===== src/rtl/instruction_fetch_stage.sv =====
// rtl/instruction_fetch_stage.sv - LEGv8 fetch stage: PC, imem req/gnt/rvalid, IF/ID register.
// Optional FETCH_PERF_CNT_EN adds fetch/stall/kill counters.
module instruction_fetch_stage #(
   parameter int                ADDR_W   = 64,
   parameter logic [ADDR_W-1:0] RESET_PC = '0
) (
   input  logic              clk,
   input  logic              rst,
   output logic              imem_req,
   output logic [ADDR_W-1:0] imem_addr,
   input  logic              imem_gnt,
   input  logic              imem_rvalid,
   input  logic [31:0]       imem_rdata,
   input  logic              stall,
   input  logic              branch_taken,
   input  logic [ADDR_W-1:0] branch_target,
   output logic              if_id_valid,
   output logic [31:0]       if_id_instr,
   output logic [ADDR_W-1:0] if_id_pc,
   output logic [10:0]       opcode
`ifdef FETCH_PERF_CNT_EN
   ,
   output logic [31:0]       fetch_cnt,
   output logic [31:0]       stall_cnt,
   output logic [15:0]       kill_cnt
`endif
);

   typedef enum logic [1:0] {
      IDLE = 2'd0,
      REQ  = 2'd1,
      WAIT = 2'd2,
      HOLD = 2'd3
   } stateT;

   stateT             state;
   logic [ADDR_W-1:0] pc;
   logic [ADDR_W-1:0] reqPc;
   logic              kill;
   logic              bufValid;
   logic [31:0]       bufInstr;
   logic [ADDR_W-1:0] bufPc;

   logic loadNew;
   logic loadBuf;
   logic toBuf;
   logic discard;

   assign loadNew = (state == WAIT) && imem_rvalid && !kill && !branch_taken
                    && (!stall || !if_id_valid);
   assign toBuf   = (state == WAIT) && imem_rvalid && !kill && !branch_taken
                    && stall && if_id_valid;
   assign loadBuf = (state == HOLD) && bufValid && !stall && !branch_taken;
   assign discard = (state == WAIT) && imem_rvalid && (kill || branch_taken);

   assign imem_addr = pc;
   assign opcode    = if_id_valid ? if_id_instr[31:21] : 11'h0;

   always_ff @(posedge clk or posedge rst) begin
      if (rst) begin
         state       <= IDLE;
         pc          <= RESET_PC;
         reqPc       <= '0;
         kill        <= 1'b0;
         imem_req    <= 1'b0;
         if_id_valid <= 1'b0;
         if_id_instr <= '0;
         if_id_pc    <= '0;
         bufValid    <= 1'b0;
         bufInstr    <= '0;
         bufPc       <= '0;
      end else begin
         // ID consuming the current entry leaves a bubble unless something new arrives
         if (!stall) begin
            if_id_valid <= 1'b0;
         end
         case (state)
            IDLE: begin
               state    <= REQ;
               imem_req <= 1'b1;
            end
            REQ: begin
               if (imem_gnt) begin
                  reqPc    <= pc;
                  state    <= WAIT;
                  imem_req <= 1'b0;
               end
            end
            WAIT: begin
               if (imem_rvalid) begin
                  if (kill) begin
                     kill     <= 1'b0;
                     state    <= REQ;
                     imem_req <= 1'b1;
                  end else begin
                     pc <= reqPc + ADDR_W'(4);
                     if (toBuf) begin
                        bufValid <= 1'b1;
                        bufInstr <= imem_rdata;
                        bufPc    <= reqPc;
                        state    <= HOLD;
                        imem_req <= 1'b0;
                     end else begin
                        if_id_valid <= 1'b1;
                        if_id_instr <= imem_rdata;
                        if_id_pc    <= reqPc;
                        state       <= REQ;
                        imem_req    <= 1'b1;
                     end
                  end
               end
            end
            HOLD: begin
               if (loadBuf) begin
                  if_id_valid <= 1'b1;
                  if_id_instr <= bufInstr;
                  if_id_pc    <= bufPc;
                  bufValid    <= 1'b0;
                  state       <= REQ;
                  imem_req    <= 1'b1;
               end
            end
            default: begin
               state    <= IDLE;
               imem_req <= 1'b0;
            end
         endcase

         // Redirect overrides everything above, including a stall
         if (branch_taken) begin
            pc          <= branch_target & ~ADDR_W'(3);
            if_id_valid <= 1'b0;
            bufValid    <= 1'b0;
            case (state)
               REQ: begin
                  if (imem_gnt) begin
                     kill <= 1'b1;
                  end
               end
               WAIT: begin
                  if (imem_rvalid) begin
                     kill     <= 1'b0;
                     state    <= REQ;
                     imem_req <= 1'b1;
                  end else begin
                     kill <= 1'b1;
                  end
               end
               HOLD: begin
                  state    <= REQ;
                  imem_req <= 1'b1;
               end
               default: begin
               end
            endcase
         end
      end
   end

`ifdef FETCH_PERF_CNT_EN
   always_ff @(posedge clk or posedge rst) begin
      if (rst) begin
         fetch_cnt <= '0;
         stall_cnt <= '0;
         kill_cnt  <= '0;
      end else begin
         if (loadNew || loadBuf) begin
            fetch_cnt <= fetch_cnt + 32'd1;
         end
         if (stall && if_id_valid) begin
            stall_cnt <= stall_cnt + 32'd1;
         end
         if (discard) begin
            kill_cnt <= kill_cnt + 16'd1;
         end
      end
   end
`endif

endmodule


===== config.mk =====
export PLATFORM = sky130hd
export DESIGN_NAME = instruction_fetch_stage
export DESIGN_NICKNAME = d
export VERILOG_FILES = /design/src/rtl/instruction_fetch_stage.sv
export SDC_FILE = /design/constraint.sdc
export NUM_CORES = 1
export LEC_CHECK = 0
export BUFFER_PORTS_ARGS = -buffer_cell sky130_fd_sc_hd__buf_2
export CORE_UTILIZATION = 40
export CTS_CLUSTER_SIZE = 24
export DETAILED_ROUTE_END_ITERATION = 8
export GPL_TIMING_DRIVEN = 1
export SYNTH_ARGS = -nofsm -noshare
export SYNTH_HDL_FRONTEND = slang
export SYNTH_SLANG_ARGS = --single-unit
export TNS_END_PERCENT = 50

===== constraint.sdc =====
create_clock -name clk -period 10 [get_ports clk]
set_clock_uncertainty 0.05 [all_clocks]
set_input_delay 1 -clock clk [delete_from_list [all_inputs] [get_ports clk]]
set_output_delay 1 -clock clk [all_outputs]
set_load 0.01 [all_outputs]

==> impl_results.md <==
* Core Region at 0.0369 sq mm
* # setup viols final at 0
* Power density cells at 258 mW/mm^2
* WL per Instance at 17.7 um
* Pre-Repair DR Iteration Count at 5
* Pin count of the biggest net entering global routing at 157
* H-tree depth at 2
* Final WL at 40600 um
* Initial antenna violation count at 3
* Die span in y at 196 um
* Reg2reg start: state[0]
* Max Slew Vio Count at 0
* Worst-Margin Slew at 1160 ps
* Cell with the most instances after synthesis: nand2_1
* Leading area contributor after synthesis: dfrtp_1
* Starting density of the core at 40.9%
* Fin. Hold Viols at 0
* Setup bufs post-CTS at 0
* CTS sink cnt at 326
* Max IR drop VDD at 0.116 mV
* Min-delay worst type: reg2reg
* WP data arrival at 4410 ps
* Final GP Congestion at 0.792
* Mapped cell area at 0.0151 sq mm
* Syn_area_per_cell at 9.79 sq um
* Gates resized, CTS repair at 0
* Layout cell share with drive strength beyond 1 at 23.8%
* Remaining DRCs at 0
* First-pass GRT wire length at 64500 um
* Synth top area cells: dfrtp_1 54%, nand2_1 11%, mux2i_1 7.0%, mux2_2 4.6%, o21ai_0 3.1%
* Total CTS buffers at 36
* Path type of the worst setup path: reg2reg
* Row cnt at 70
* Via count at 11800
* Worst rel slew slack at 22.4%
* Synth warnings at 0
* First DRT Iteration DRCs at 684
* EDFF count, synth at 0
* Die W at 196 um
* Hold_sp: if_id_instr[12]
* Ys async rst share at 100%
* Area delta synth->final at 19.3%
* Critical Path RT at 10400 ps
* Worst R2R Path Depth at 9
* Vias per inst at 5.16
* Outcome: complete, no violations
* RSZ-0062 raised after global routing: false
* Root Buffer: clkbuf_16
* CTS max path bufs at 3
* Clock Latency Late Sink at 530 ps
* Grt total ovfl at 0
* Syn nets at 1649
* Most used flip-flop cell after synthesis: dfrtp_1
* Fmax at 249 MHz
* Crit path time final at 4020 ps
* Nets at 1863
* Routed Antenna Nets at 0
* Critical Path Fanout Max at 51
* GRT Util Overall at 21.2%
* Pre-CTS setup slack at 5660 ps
* MaxCap Viol Count at 0
* Final Cycle Share at 40.2%
* Port buffer count at 272
* Clock slew at the register clock pins of the worst setup and hold paths at 60 ps
* Worst setup SP type: flip-flop
* Pleak at 8.60 nW
* Setup ws final at 5980 ps
* CTS tree: done
* WHS Path Cells at 2
* Top post-synthesis cells by count: 460 x nand2_1, 326 x dfrtp_1, 106 x mux2i_1
* CP Capture Type: flip-flop
* Synth top area share at 54.1%
* Boundary pin count at 275
* Share of the yosys chip area belonging to registers at 54.1%
* Setup TNS at 0 ps
* Synth cell types at 56
* Post-synthesis register bit count at 326
* Reg2reg setup slack at 5980 ps
* Number of global-route vias before repair at 11478
* DP HPWL at 26300 um
* Cell count after synthesis at 1541
* Cts hold-fix bufs at 0
* Hold Path Sink: if_id_instr[12]
* Die Footprint at 0.0385 sq mm
* Reg-to-Reg End: bufPc[13]
-- where the power goes --
group | internal [mW] | switching, mW
sequential | 1.66 | 0.389
combinational | 0.548 | 0.639
clock | 0.850 | 0.547
total | 3.06 | 1.58
-- worst max-delay path by stage --
| stage | startpoint | cells past startpoint | to |
|---|---|---|---|
| 2_1_floorplan | rst | 1 | bufInstr[0] |
| 3_3_place_gp | imem_rvalid | 8 | bufPc[26] |
| 3_5_place_dp | imem_rvalid | 8 | bufPc[19] |
| 4_1_cts | state[0] | 9 | bufPc[19] |
| 5_1_grt | state[0] | 9 | bufPc[6] |
| 6_report | state[0] | 9 | bufPc[13] |
-- worst max-delay path, cell delays in order, from the launching register on --
cell,delay [ps]
dfrtp_1,430
inv_1,120
ha_1,270
nand2_1,190
or2_2,330
or2_2,610
nor2_4,1000
buf_4,670
nand2_1,120
nand2_1,90
-- cells by family after synthesis --
logic type | Yosys count | share of synthesized area (%)
XOR/XNOR | 53 | 3.08
buffers and inverters | 123 | 3.70
AND/OR/NAND/NOR | 648 | 18.9
adder cells (fa/ha/maj) | 6 | 0.497
multiplexers | 168 | 11.7
flip-flops | 326 | 54.1
AO/OA/AOI/OAI | 217 | 8.12
-- routing by layer --
| layer | vias up | wire [um] | track usage (%) |
|---|---|---|---|
| met5 | - | 31 | 0 |
| met4 | 4 | 842 | 6.08 |
| met3 | 62 | 2050 | 3.78 |
| met2 | 294 | 18500 | 32.8 |
| met1 | 5797 | 19200 | 30.4 |
| li1 | 5643 | - | - |
-- cells in the final DEF, fill, tap and decap left out, types with 5 or more instances in the layout --
| cell type | synthesis | final |
|---|---|---|
| nor3_1 | 13 | 13 |
| nand4_1 | 19 | 19 |
| buf_2 | 17 | 271 |
| and4_1 | 14 | 14 |
| mux2_2 | 62 | 62 |
| xor2_1 | 24 | 24 |
| o31ai_1 | 8 | 8 |
| xnor2_1 | 29 | 29 |
| o21ai_1 | 47 | 47 |
| a21oi_1 | 35 | 35 |
| clkbuf_8 | 0 | 9 |
| clkbuf_16 | 0 | 37 |
| nand3_1 | 29 | 28 |
| and2_1 | 12 | 12 |
| and3_1 | 12 | 12 |
| nand2_1 | 460 | 459 |
| nor4_1 | 5 | 5 |
| mux2i_1 | 106 | 106 |
| ha_1 | 6 | 5 |
| dfrtp_1 | 326 | 326 |
| nor3b_1 | 17 | 17 |
| buf_4 | 2 | 14 |
| clkinv_2 | 0 | 7 |
| o21ai_0 | 92 | 92 |
| nor2_1 | 43 | 42 |
| clkbuf_1 | 79 | 6 |
| inv_1 | 12 | 11 |
| o221ai_1 | 14 | 14 |
-- metrics by stage --
stage | utilization, % | cell area [sq um] | std cells | hold slack (ps) | total power, mW
6_report | 48.8 | 18000 | 2288 | 421 | 4.64
5_1_grt | 48.8 | 18000 | 2287 | 435 | 4.91
4_1_cts | 48.8 | 18000 | 2286 | 427 | 4.68
3_5_place_dp | 45.4 | 16700 | 2221 | 412 | 3.27
3_3_place_gp | 45.4 | 16700 | 2221 | 406 | 3.23
2_1_floorplan | - | 15100 | 1541 | 395 | 2.78
-- flip-flops by register name (all words and copies together), names as in the netlist --
name / flops
reqPc: 64
imem_req: 1
bufValid: 1
if_id_pc: 64
imem_addr: 64
if_id_instr: 32
bufInstr: 32
if_id_valid: 1
bufPc: 64
state: 2
kill: 1
-- layout make-up --
type / count / area (sq um)
fillers: 3501 / 18900
repair buffers: 286 / 1480
clock inverters: 13 / 173
well taps: 504 / 631
inverters: 13 / 52.6
clock buffers: 52 / 1070
flip-flops and latches: 326 / 8160
diodes: 2 / 5.00
multi-input cells: 1092 / 6430
Power figures use the tool's default switching activity.
